$ cat src/rtl/adc_scan_scheduler_pkg.sv
// Shared types and defaults for the ADC scan scheduler and its period timer.
package adc_sched_pkg;

  typedef enum logic [2:0] {
    ST_IDLE,
    ST_SELECT,
    ST_ISSUE,
    ST_WAIT_DONE,
    ST_STORE
  } sched_state_e;

  localparam int DEF_NUM_CH  = 8;
  localparam int CH_W        = $clog2(DEF_NUM_CH);
  localparam int DEF_PERIOD  = 10000;
  localparam int DEF_TIMEOUT = 1023;

endpackage

$ cat src/rtl/adc_scan_scheduler_period_timer.sv
// Free-running sample-period timer: one-cycle tick every PERIOD cycles while enabled.
module period_timer
  import adc_sched_pkg::*;
#(
  parameter int PERIOD = DEF_PERIOD
) (
  input  logic clk,
  input  logic rst_n,
  input  logic enable,
  output logic tick
);

  localparam int              CNT_W = $clog2(PERIOD);
  localparam logic [CNT_W-1:0] LAST = CNT_W'(PERIOD - 1);

  logic [CNT_W-1:0] r_count;

  // Held at zero while disabled so a re-enable always gives a full period.
  always_ff @(posedge clk or negedge rst_n) begin
    if (!rst_n) begin
      r_count <= '0;
    end else if (!enable || (r_count == LAST)) begin
      r_count <= '0;
    end else begin
      r_count <= r_count + 1'b1;
    end
  end

  assign tick = enable && (r_count == LAST);

endmodule

$ cat src/rtl/adc_scan_scheduler.sv
// Periodic multi-channel ADC scan controller: walks the enabled channels on each tick,
// drives the SPI engine one conversion at a time and keeps the latest result per channel.
module adc_scan_scheduler
  import adc_sched_pkg::*;
#(
  parameter int NUM_CH  = DEF_NUM_CH,
  parameter int DATA_W  = 12,
  parameter int PERIOD  = DEF_PERIOD,
  parameter int TIMEOUT = DEF_TIMEOUT
) (
  input  logic                      clk,
  input  logic                      rst_n,
  input  logic                      enable,
  input  logic [NUM_CH-1:0]         chan_mask,
  input  logic                      clr_err,
  input  logic                      spi_busy,
  input  logic                      spi_done,
  input  logic [DATA_W-1:0]         spi_data,
  output logic                      spi_start,
  output logic [$clog2(NUM_CH)-1:0] spi_chan,
  output logic                      res_valid,
  output logic [$clog2(NUM_CH)-1:0] res_chan,
  output logic [DATA_W-1:0]         res_data,
  output logic                      scan_done,
  output logic                      busy,
  input  logic [$clog2(NUM_CH)-1:0] rd_chan,
  output logic [DATA_W-1:0]         rd_data,
  output logic                      timeout_err,
  output logic                      overrun_err
);

  localparam int                CHAN_W  = $clog2(NUM_CH);
  localparam int                TO_W    = $clog2(TIMEOUT + 1);
  localparam logic [TO_W-1:0]   TO_LAST = TO_W'(TIMEOUT - 1);
  localparam logic [NUM_CH-1:0] ONE     = NUM_CH'(1);

  sched_state_e      r_state;
  logic [NUM_CH-1:0] r_pending;
  logic [CHAN_W-1:0] r_cur;
  logic [TO_W-1:0]   r_tcnt;
  logic [DATA_W-1:0] r_result [NUM_CH];
  logic              r_res_valid;
  logic [CHAN_W-1:0] r_res_chan;
  logic [DATA_W-1:0] r_res_data;
  logic              r_to_done;
  logic              r_timeout_err;
  logic              r_overrun_err;

  logic              w_tick;
  logic [CHAN_W-1:0] w_low_chan;
  logic [NUM_CH-1:0] w_pending_next;
  logic              w_last;
  logic              w_start;
  logic              w_to_fire;

  period_timer #(
    .PERIOD (PERIOD)
  ) u_timer (
    .clk    (clk),
    .rst_n  (rst_n),
    .enable (enable),
    .tick   (w_tick)
  );

  // Lowest set bit wins, so channels are visited in ascending order.
  always_comb begin
    w_low_chan = '0;
    for (int i = NUM_CH - 1; i >= 0; i--) begin
      if (r_pending[i]) begin
        w_low_chan = CHAN_W'(i);
      end
    end
  end

  assign w_pending_next = r_pending & ~(ONE << r_cur);
  assign w_last         = (w_pending_next == '0) || !enable;
  assign w_start        = (r_state == ST_ISSUE) && !spi_busy;
  // Issuing and a returning result both take priority over an expiring budget.
  assign w_to_fire      = (((r_state == ST_ISSUE) && spi_busy) ||
                           ((r_state == ST_WAIT_DONE) && !spi_done)) &&
                          (r_tcnt >= TO_LAST);

  always_ff @(posedge clk or negedge rst_n) begin
    if (!rst_n) begin
      r_state       <= ST_IDLE;
      r_pending     <= '0;
      r_cur         <= '0;
      r_tcnt        <= '0;
      r_res_valid   <= 1'b0;
      r_res_chan    <= '0;
      r_res_data    <= '0;
      r_to_done     <= 1'b0;
      r_timeout_err <= 1'b0;
      r_overrun_err <= 1'b0;
      for (int i = 0; i < NUM_CH; i++) begin
        r_result[i] <= '0;
      end
    end else begin
      r_res_valid <= 1'b0;
      r_to_done   <= 1'b0;

      if (w_to_fire) begin
        r_timeout_err <= 1'b1;
      end else if (clr_err) begin
        r_timeout_err <= 1'b0;
      end

      if (w_tick && (r_state != ST_IDLE)) begin
        r_overrun_err <= 1'b1;
      end else if (clr_err) begin
        r_overrun_err <= 1'b0;
      end

      case (r_state)
        ST_IDLE: begin
          if (w_tick && (chan_mask != '0)) begin
            r_pending <= chan_mask;
            r_state   <= ST_SELECT;
          end
        end
        ST_SELECT: begin
          r_cur   <= w_low_chan;
          r_tcnt  <= '0;
          r_state <= ST_ISSUE;
        end
        ST_ISSUE: begin
          r_tcnt <= r_tcnt + 1'b1;
          if (w_start) begin
            r_state <= ST_WAIT_DONE;
          end else if (w_to_fire) begin
            r_pending <= w_pending_next;
            r_to_done <= w_last;
            r_state   <= w_last ? ST_IDLE : ST_SELECT;
          end
        end
        ST_WAIT_DONE: begin
          r_tcnt <= r_tcnt + 1'b1;
          if (spi_done) begin
            r_res_valid <= 1'b1;
            r_res_chan  <= r_cur;
            r_res_data  <= spi_data;
            r_state     <= ST_STORE;
          end else if (w_to_fire) begin
            r_pending <= w_pending_next;
            r_to_done <= w_last;
            r_state   <= w_last ? ST_IDLE : ST_SELECT;
          end
        end
        ST_STORE: begin
          r_result[r_cur] <= r_res_data;
          r_pending       <= w_pending_next;
          r_state         <= w_last ? ST_IDLE : ST_SELECT;
        end
        default: begin
          r_state <= ST_IDLE;
        end
      endcase
    end
  end

  assign spi_start   = w_start;
  assign spi_chan    = r_cur;
  assign res_valid   = r_res_valid;
  assign res_chan    = r_res_chan;
  assign res_data    = r_res_data;
  assign scan_done   = ((r_state == ST_STORE) && w_last) || r_to_done;
  assign busy        = (r_state != ST_IDLE);
  assign rd_data     = r_result[rd_chan];
  assign timeout_err = r_timeout_err;
  assign overrun_err = r_overrun_err;

endmodule

$ cat config.mk
export PLATFORM = sky130hd
export DESIGN_NAME = adc_scan_scheduler
export DESIGN_NICKNAME = d
export VERILOG_FILES = /design/src/rtl/adc_scan_scheduler_pkg.sv /design/src/rtl/adc_scan_scheduler_period_timer.sv /design/src/rtl/adc_scan_scheduler.sv
export SDC_FILE = /design/constraint.sdc
export NUM_CORES = 1
export LEC_CHECK = 0
export BUFFER_PORTS_ARGS = -buffer_cell sky130_fd_sc_hd__buf_2
export CAP_MARGIN = 20
export CORE_MARGIN = 3
export CORE_UTILIZATION = 56
export CTS_BUF_LIST = sky130_fd_sc_hd__clkbuf_2
export DETAILED_ROUTE_END_ITERATION = 12
export GPL_TIMING_DRIVEN = 0
export PLACE_DENSITY_LB_ADDON = 0.2
export SYNTH_ARGS = -nofsm -noshare
export SYNTH_HDL_FRONTEND = slang
export SYNTH_SLANG_ARGS = --single-unit
export TNS_END_PERCENT = 30
$ cat constraint.sdc
create_clock -name clk -period 1.9 [get_ports clk]
set_input_delay 0.38 -clock clk [delete_from_list [all_inputs] [get_ports clk]]
set_output_delay 0.38 -clock clk [all_outputs]
set_load 0.005 [all_outputs]
### Word-level counts from Yosys, hierarchy flattened

Cells that the tools add are included.
Widths: inputs -> output; s select.

| storage, ports and cells | value |
|---|---|
| ROM bits | 0 |
| memories kept | 0 |
| input port bits | 29 |
| word-level logic and storage cells | 101 |
| memory bits (writable) | 0 |
| bits in latches | 0 |
| register bits | 153 |

| operators by class | value |
|---|---|
| multiply operators | 0 |
| $add $sub $neg | 2 |
| reductions and logical operators | 27 |
| equality and inequality tests | 8 |
| shifts and indexed selects | 1 |
| bitwise operators | 4 |
| divide/modulo/power cells | 0 |
| multiplexer cells | 36 |
| order comparisons | 4 |

Operators by type and width:

| operator | number |
|---|---|
| $bwmux 96 | 1 |
| $bmux 12 s3 | 1 |
| $demux 12 s3 | 1 |
| $mux 12 | 3 |
| $mux 3 | 12 |
| $mux 8 | 4 |
| $pmux 8 s4 | 1 |
| $pmux 10 s2 | 1 |
| $pmux 3 s5 | 1 |
| $add 14x1->14 const B | 1 |
| $eq 14x14->1 const B | 1 |
| $mux 14 | 1 |
| $add 10x1->10 const B | 1 |
| $ge 10x10->1 const B | 1 |
| $logic_and 1x1->1 | 9 |
| $mux 1 | 9 |
| $and 8x8->8 | 1 |
| $ge 4x4->1 const B | 2 |
| $logic_not 8->1 | 1 |
| $not 3->4 | 2 |
| $not 8->8 | 1 |
| $reduce_bool 8->1 | 1 |
| $shl 1x3->8 const A | 1 |
| $eq 3x2->1 const B | 2 |
| other kinds (14) | 23 |

### Logic depth before layout (Yosys ltp)

Gate-level depths: netlist of run 1.

| depth | value |
|---|---|
| depth after elaboration | 9 |
| depth in mapped cells | 7 |
| depth with buffers taken out | 7 |

### Cells and area by module

From an unflattened synthesis of run 1, not the netlist that was laid out.

| unflattened totals | value |
|---|---|
| cells, all modules | 561 |
| area, all modules | 7,154.4 um^2 |

By module, submodules not included:

| module | instances | area each (um^2) | cells each |
|---|---|---|---|
| adc_scan_scheduler | 1 | 6,462.4 | 491 |
| period_timer | 1 | 691.9 | 70 |

### Worst setup path after synthesis of run 1

No wires, ideal clock.

| path | value |
|---|---|
| kind | in2out |
| from | input rd_chan[0] |
| to | output rd_data[10] |
| stages | 4 |
| setup slack | -0.129 ns |
| arrival | 1.649 ns |
| cell sequence | buf_2 -> buf_2 -> mux4_2 -> mux2_2 |

| on the way | value |
|---|---|
| longest elaborated chain between the ends | 4 |

RTL lines:

| what | line | text |
|---|---|---|
| start: declaration | adc_scan_scheduler.sv:26 | `input logic [$clog2(NUM_CH)-1:0] rd_chan,` |
| $not 3->4 (implied by the code) | adc_scan_scheduler.sv:168 | `assign rd_data = r_result[rd_chan];` |
| $bmux 12 s3 | adc_scan_scheduler.sv:168 |  |
| $mux 12 (implied by the code) (2 in series) | adc_scan_scheduler.sv:168 |  |
| end: declaration | adc_scan_scheduler.sv:27 | `output logic [DATA_W-1:0] rd_data,` |

No other way between the ends. The select of a mux whose other input is x is not followed.

### Worst setup path in the final report of run 1

| path | value |
|---|---|
| from | register r_cur[2] (netlist: spi_chan[2]) |
| to | output scan_done |

| on the way | value |
|---|---|
| longest elaborated chain between the ends | 7 |

RTL lines:

| what | line | text |
|---|---|---|
| start: declaration | adc_scan_scheduler.sv:39 | `logic [CHAN_W-1:0] r_cur;` |
| start signal: assignment | adc_scan_scheduler.sv:122 | `r_cur <= w_low_chan;` |
| $shl 1x3->8 | adc_scan_scheduler.sv:75 | `assign w_pending_next = r_pending & ~(ONE << r_cur);` |
| $not 8->8 | adc_scan_scheduler.sv:75 |  |
| $and 8x8->8 | adc_scan_scheduler.sv:75 |  |
| $logic_not 8->1 | adc_scan_scheduler.sv:76 | `assign w_last = (w_pending_next == '0) \|\| !enable;` |
| $logic_or 1x1->1 | adc_scan_scheduler.sv:76 |  |
| $logic_and 1x1->1 | adc_scan_scheduler.sv:166 | `assign scan_done = ((r_state == ST_STORE) && w_last) \|\| r_to_done;` |
| $logic_or 1x1->1 | adc_scan_scheduler.sv:166 |  |
| end: declaration | adc_scan_scheduler.sv:24 | `output logic scan_done,` |

No other way between the ends.

==> results of run 1 <==
-- path summary, 6_finish.rpt --
path,start,endpoint,depth (start not counted),slack [ns]
worst min register to register,u_timer.r_count[0],u_timer.r_count[0],1,0.49
worst max register to register,r_state[2],r_state[0],7,-0.04
worst max-delay path,spi_chan[2],scan_done,6,-0.75
worst min-delay path,enable,r_to_done,4,0.14
min in group asynchronous,rst_n,u_timer.r_count[0],2,0.25
max in group asynchronous,rst_n,res_data[7],3,0.85
-- sequential cells by signal (all words and copies together), names as in the netlist --
name,flops
res_chan,3
res_valid,1
u_timer.r_count,14
overrun_err,1
r_tcnt,10
timeout_err,1
res_data,12
spi_chan,3
r_to_done,1
r_state,3
r_result,96
r_pending,8
-- layer usage --
metal / vias to the layer above / global-route usage [%] / part of all wire [%]
met3: 33 / 4.89 / 3.7
met5: - / 0 / 0
li1: 2280 / - / -
met1: 2527 / 31.9 / 44
met2: 112 / 38.8 / 50
met4: 0 / 8.38 / 1.8
-- metrics by stage --
step,utilization (%),hold slack (ns)
2_1_floorplan,-,0.0844
3_3_place_gp,63.1,0.456
3_5_place_dp,63.4,0.433
4_1_cts,69.8,0.0791
5_1_grt,71.6,0.0656
6_report,71.6,0.143
-- synth_stat cells (3+ instances only) --
cell | number | area share (%)
nand4_1 | 3 | 0.26
a21oi_1 | 3 | 0.21
a221o_1 | 7 | 0.97
nor3_1 | 5 | 0.35
clkbuf_1 | 6 | 0.31
o21ai_0 | 12 | 0.84
nand2_1 | 72 | 3.8
and3_1 | 6 | 0.52
o211a_1 | 3 | 0.42
inv_1 | 13 | 0.68
dfrtp_1 | 153 | 53
mux4_2 | 24 | 7.5
nor3_2 | 3 | 0.42
o41ai_1 | 3 | 0.37
nor2_1 | 26 | 1.4
a22o_1 | 3 | 0.37
xnor2_1 | 4 | 0.49
ha_1 | 3 | 0.52
a311oi_1 | 4 | 0.49
buf_2 | 13 | 0.90
mux2_2 | 107 | 17
o31ai_1 | 4 | 0.42
nand3_1 | 10 | 0.70
xor2_1 | 8 | 0.97
-- timing repair --
action | 4_1_cts | 5_1_grt
gates resized for setup | 55 | 42
pin swaps | 7 | 11
setup buffers | 20 | 13
hold buffers | 24 | 0
endpoints found under the hold margin | 99 | 0
endpoints found under the setup margin | 74 | 112
gates cloned | 0 | 0
-- area by class of cell --
| class | instances | area share [%] |
|---|---|---|
| flip-flops and latches | 153 | 43.7 |
| multi-input cells | 357 | 38.3 |
| repair buffers | 120 | 10.4 |
| plain buffers | 25 | 2.72 |
| well taps | 168 | 2.39 |
| clock buffers | 21 | 1.20 |
| inverters | 13 | 0.641 |
| clock inverters | 6 | 0.627 |
-- where the power goes --
| group | total (mW) | internal, mW | switching [mW] |
|---|---|---|---|
| sequential | 4.88 | 4.06 | 0.828 |
| combinational | 3.54 | 1.98 | 1.57 |
| clock | 1.47 | 0.444 | 1.03 |
| total | 9.90 | 6.48 | 3.42 |
-- cells by family after synthesis --
group | Yosys count
xor gates and xnor gates | 12
muxes | 134
adders and majority gates | 3
AOI/OAI and AO/OA | 58
and+or+nand+nor | 150
DFF | 153
buffers and inverters | 38
-- critical path, stage by stage, from the launching register on --
cell,delay [ns]
dfrtp_1,0.42
buf_6,0.15
nor4bb_4,0.31
a311oi_2,0.07
o41ai_2,0.34
a31o_2,0.20
buf_2,0.10
==> impl_metrics.ini, run 1 <==
[clocking]
tritoncts = yes
ctsHtreeMaxLevel = 4
root_buffer = clkbuf_2
cts.path.max_buffers = 2
clock_latency_ns = 0.67
numClockSinks = 153
clkSlewWorstSetupHoldPaths_ns = 0.19
cts_made_buffers = 17

[drt]
vias = 4952
routed_wl_mm = 16.3
drt_iter0_markers = 293
final_antenna_net_count = 0
drc = 0
wl_per_cell_microns = 18.9
dr.pass1.iters = 5
vias_per_cell = 5.74

[die]
start_util_pct = 58.6
die_w_microns = 119
die_area_sq_um = 14200
die_y_microns = 119
rows = 40
core_area_sq_um = 12300
io_pins = 65

[placed_design]
post-place-ws_ns = -0.332
place_inst = 779
dpl_cell_area_sq_um = 7770
gp_congestion = 0.896
port-buffer-count = 62
hpwlAfterDp_mm = 10.5

[logic_synthesis]
syn_avg_cell_area_sq_um = 13.1
syn_inst = 548
seq_area_frac_synth_pct = 53.2
synthAdderAreaFrac_pct = 0.522
synth-edff-count = 0
synth_top_family_by_area = multiplexers
ys_seq_elements = 153
synthSimpleGateAreaFrac_pct = 10.8
syn-cell-area_sq_um = 7190
synth_cell_types = 67
synth_compound_area_share_pct = 6.46
synth_warnings = 0
syn_nets = 580
synthFlopType = dfrtp_1
synth_xor_area_share_pct = 1.46
synth.area.mux_share_pct = 24.7
async_reset_ff_share_pct = 100

[global_route]
grt-ovfl-total = 0
track_usage_pct = 23.8
grt_start_max_net_pins = 82
grt_pass1_vias = 5097
grt_pass1_wl_mm = 26.5
antenna_found_initial = 0

[timing]
setup-tns-final_ns = -6.35
max_slew.worst_pin.slew_ns = 0.979
final.period_utilization_pct = 139
drv_slew = 0
skew_ns = 0.0238
fin_ws_ns = -0.746
fmax_ghz = 0.378
hold_viol = 0
min_period_ns = 2.65
rsz0062_at_grt = yes
final-setup-viol-count = 16
max_slew_margin_pct = 34.7

[flow_run]
cap_viol_max_count = 0

[final_layout]
mostFrequentLayoutCells = 145 x dfrtp_1, 95 x mux2_2, 70 x nand2_1
layout_commonest_cell = dfrtp_1
multi_input_area_sq_um = 3370
final_layout_size_suffix_gt1_share_pct = 46.5
antenna_cells = 0
nets = 719
fillers = 812
post_layout_nonfiller_instances = 863
syn2layout_area_growth_pct = 22.2
regArea_sq_um = 3840
final_cell_area_sq_um = 8780

[critical_path]
critPathRequiredTime_ns = 1.52
critPathLaunchType = flip-flop
cp-end-kind = output port
arrival_ns = 2.27
crit_fanout = 9
criticalPathCategory = flip-flop to output port

[power_and_ir_drop]
p_per_area_nw_per_um2 = 1130
irDropWorstVdd_mv = 0.614
p_leak_nw = 4.39
total_power_mw = 9.90

[min_path]
min_path_type = input port to flip-flop

[run_status]
status = finished with violations
violations = setup timing
No activity file was read; power rests on OpenSTA's default activity.
==> inputs of run 2 (changes only) <==
--- a/config.mk
+++ b/config.mk
@@ -15,5 +15,6 @@
 export PLACE_DENSITY_LB_ADDON = 0.2
 export SYNTH_ARGS = -nofsm -noshare
 export SYNTH_HDL_FRONTEND = slang
+export SYNTH_HIERARCHICAL = 1
 export SYNTH_SLANG_ARGS = --single-unit
 export TNS_END_PERCENT = 30
==> run 2 against run 1 <==
The flow still finishes with violations (setup timing). Power increased by 1.6%. First-iteration DRC count is 30% lower. Sequential power is 4% lower. Combinational power shrank 12%. Die area is 0.48% lower. Final cell count rose by 1.5%. Non-clock buffer count down 3. Wire length rose by 1.5%. Worst hold slack worse by 0.063 ns. Clock power increased by 54%. Sequential share of layout area down 0.15 points. Utilization is 0.39 points higher.
==> impl_metrics.ini, run 2 <==
[placed_design]
place_inst = 792
hpwlAfterDp_mm = 10.4
dpl_cell_area_sq_um = 7710
port-buffer-count = 62
gp_congestion = 0.860

[global_route]
grt-ovfl-total = 0
antenna_found_initial = 0
grt_start_max_net_pins = 108
grt_pass1_vias = 5200
grt_pass1_wl_mm = 26.9
track_usage_pct = 24.2

[critical_path]
rr_startpoint = u_timer/r_count[12]
r2r_end = r_pending[3]
arrival_ns = 3.28
critPathLaunchType = flip-flop
rrSetupSlack_ns = -0.77
r2r_cells = 10
crit_fanout = 4
criticalPathCategory = flip-flop to flip-flop
critPathRequiredTime_ns = 2.51
cp-end-kind = flip-flop

[final_layout]
largest_reg_flops = 96
antenna_cells = 0
mostFrequentLayoutCells = 139 x dfrtp_1, 93 x mux2_2, 63 x nand2_1
final_layout_size_suffix_gt1_share_pct = 45.3
layout_commonest_cell = dfrtp_1
post_layout_nonfiller_instances = 876
syn2layout_area_growth_pct = 23.5
final_cell_area_sq_um = 8830
fillers = 835
nets = 728
largest-register = r_result

[die]
io_pins = 65
rows = 40
core_area_sq_um = 12300
die_w_microns = 119
start_util_pct = 58.3
die_y_microns = 119
die_area_sq_um = 14200

[logic_synthesis]
ys_seq_elements = 153
yosys.area.top_type = dfrtp_1
seq_area_frac_synth_pct = 53.5
async_reset_ff_share_pct = 100
synth.most_common_cell = dfrtp_1
syn-cell-area_sq_um = 7150
synth-edff-count = 0
synth_area_leaders = dfrtp_1 54%, mux2_2 16%, mux4_2 7.6%, nand2_1 3.4%, nor2_1 1.6%
synth_common_cells = 153 x dfrtp_1, 104 x mux2_2, 65 x nand2_1, 31 x nor2_1, 24 x mux4_2
netlist.area_leader.share_pct = 53.5
syn_nets = 594
syn_inst = 561
synth_warnings = 6
synthFlopType = dfrtp_1
syn_avg_cell_area_sq_um = 12.8
synth_cell_types = 56

[drt]
dr.pass1.iters = 5
drt_iter0_markers = 206
vias = 5106
final_antenna_net_count = 0
drc = 0
vias_per_cell = 5.83
routed_wl_mm = 16.5
wl_per_cell_microns = 18.9

[power_and_ir_drop]
combinationalPowerShare_pct = 30.9
p_sw_share_pct = 33.0
total_power_mw = 10.1
irDropWorstVdd_mv = 0.816
p_leak_nw = 4.31
internal_power_mw = 6.75
p_per_area_nw_per_um2 = 1140
switching_power_mw = 3.32
p_clk_share_pct = 22.5
seqPwrFrac_pct = 46.6

[clocking]
clkSlewWorstSetupHoldPaths_ns = 0.20
root_buffer = clkbuf_2
ctsHtreeMaxLevel = 4
cts_made_buffers = 17
cts.path.max_buffers = 2
clock_latency_ns = 0.72
tritoncts = yes
numClockSinks = 153

[timing]
fin_ws_ns = -0.769
max_slew_margin_pct = 28.9
max_slew.worst_pin.slew_ns = 1.07
final-setup-viol-count = 43
fmax_ghz = 0.375
setup-tns-final_ns = -14.30
rsz0062_at_grt = yes
min_period_ns = 2.67
skew_ns = 0.0304
drv_slew = 0
hold_viol = 0
final.period_utilization_pct = 140

[min_path]
min-delay-start = spi_busy
whs_path_depth = 4
min_path_type = input port to flip-flop
holdPathEnd = r_state[0]

[run_status]
status = finished with violations
violations = setup timing

[flow_run]
cap_viol_max_count = 0
run 2: repair_timing:
item,CTS,global route
hold buffers,24,0
pin swaps,12,14
resized for setup,45,52
endpoints found under the setup margin,84,106
hold endpoints to repair,73,0
setup buffers,16,12
run 2: layout make-up:
cell class                      count  area, sq um  share of cell area (%)
Buffer                             27          203                    2.29
Clock buffer                       18         90.1                    1.02
Clock inverter                     14          228                    2.58
Inverter                           17         63.8                   0.722
Multi-Input combinational cell    364         3270                    37.1
Sequential cell                   153         3850                    43.5
Tap cell                          168          210                    2.38
Timing Repair Buffer              115          918                    10.4
run 2: power by group through the flow:
stage          Sequential [mW]  Clock (mW)  Combinational [mW]
4_1_cts                   4.63        2.28                2.74
5_1_grt                   4.81        2.44                3.39
3_3_place_gp              4.64           0                2.30
3_5_place_dp              4.71           0                2.39
6_report                  4.69        2.26                3.11
2_1_floorplan             4.48           0                1.66
run 2: stage by stage:
step | util, % | setup WS [ns] | hold WS (ns)
global placement | 62.6 | -1.69 | 0.467
global route | 72.0 | -0.878 | 0.0153
finish | 72.0 | -0.769 | 0.0794
floorplan | - | -0.486 | 0.0844
detailed placement | 62.9 | -0.715 | 0.345
CTS | 69.8 | -0.766 | 0.0385
run 2: cell families after synthesis:
group | share of synthesized area, %
flip-flops | 53.5
AO/OA/AOI/OAI | 6.37
buffers and inverters | 2.94
multiplexers | 24.7
adder cells (fa/ha/maj) | 0.700
AND/OR/NAND/NOR | 10.3
XOR/XNOR | 1.47
run 2: worst max path at each step:
stage	depth (start not counted)	slack, ns	startpoint	endpoint
finish	10	-0.77	u_timer/r_count[12]	r_pending[3]
CTS	7	-0.77	spi_chan[2]	scan_done
global route	7	-0.88	spi_chan[2]	scan_done
floorplan	9	-0.49	u_timer/r_count[12]	r_pending[2]
global placement	1	-1.69	rst_n	u_timer/r_count[10]
detailed placement	9	-0.72	u_timer/r_count[7]	r_pending[4]
run 2: worst max-delay path, cell delays in order, from the launching register on:
cell and delay [ns]:
dfrtp_1 0.43, or4b_1 0.52, or4_4 0.47, nor2_4 0.16, inv_2 0.05, a21oi_2 0.13, o21ai_2 0.09, a21o_1 0.17
buf_6 0.12, buf_6 0.12, a221o_1 0.33
run 2: routing by layer:
metal / vias to the layer above / routed length, microns / GRT usage (%)
li1: 2322 / - / -
met1: 2613 / 7070 / 31.9
met2: 151 / 8420 / 40.5
met3: 20 / 788 / 5.27
met4: 0 / 235 / 7.31
met5: - / 0 / 0
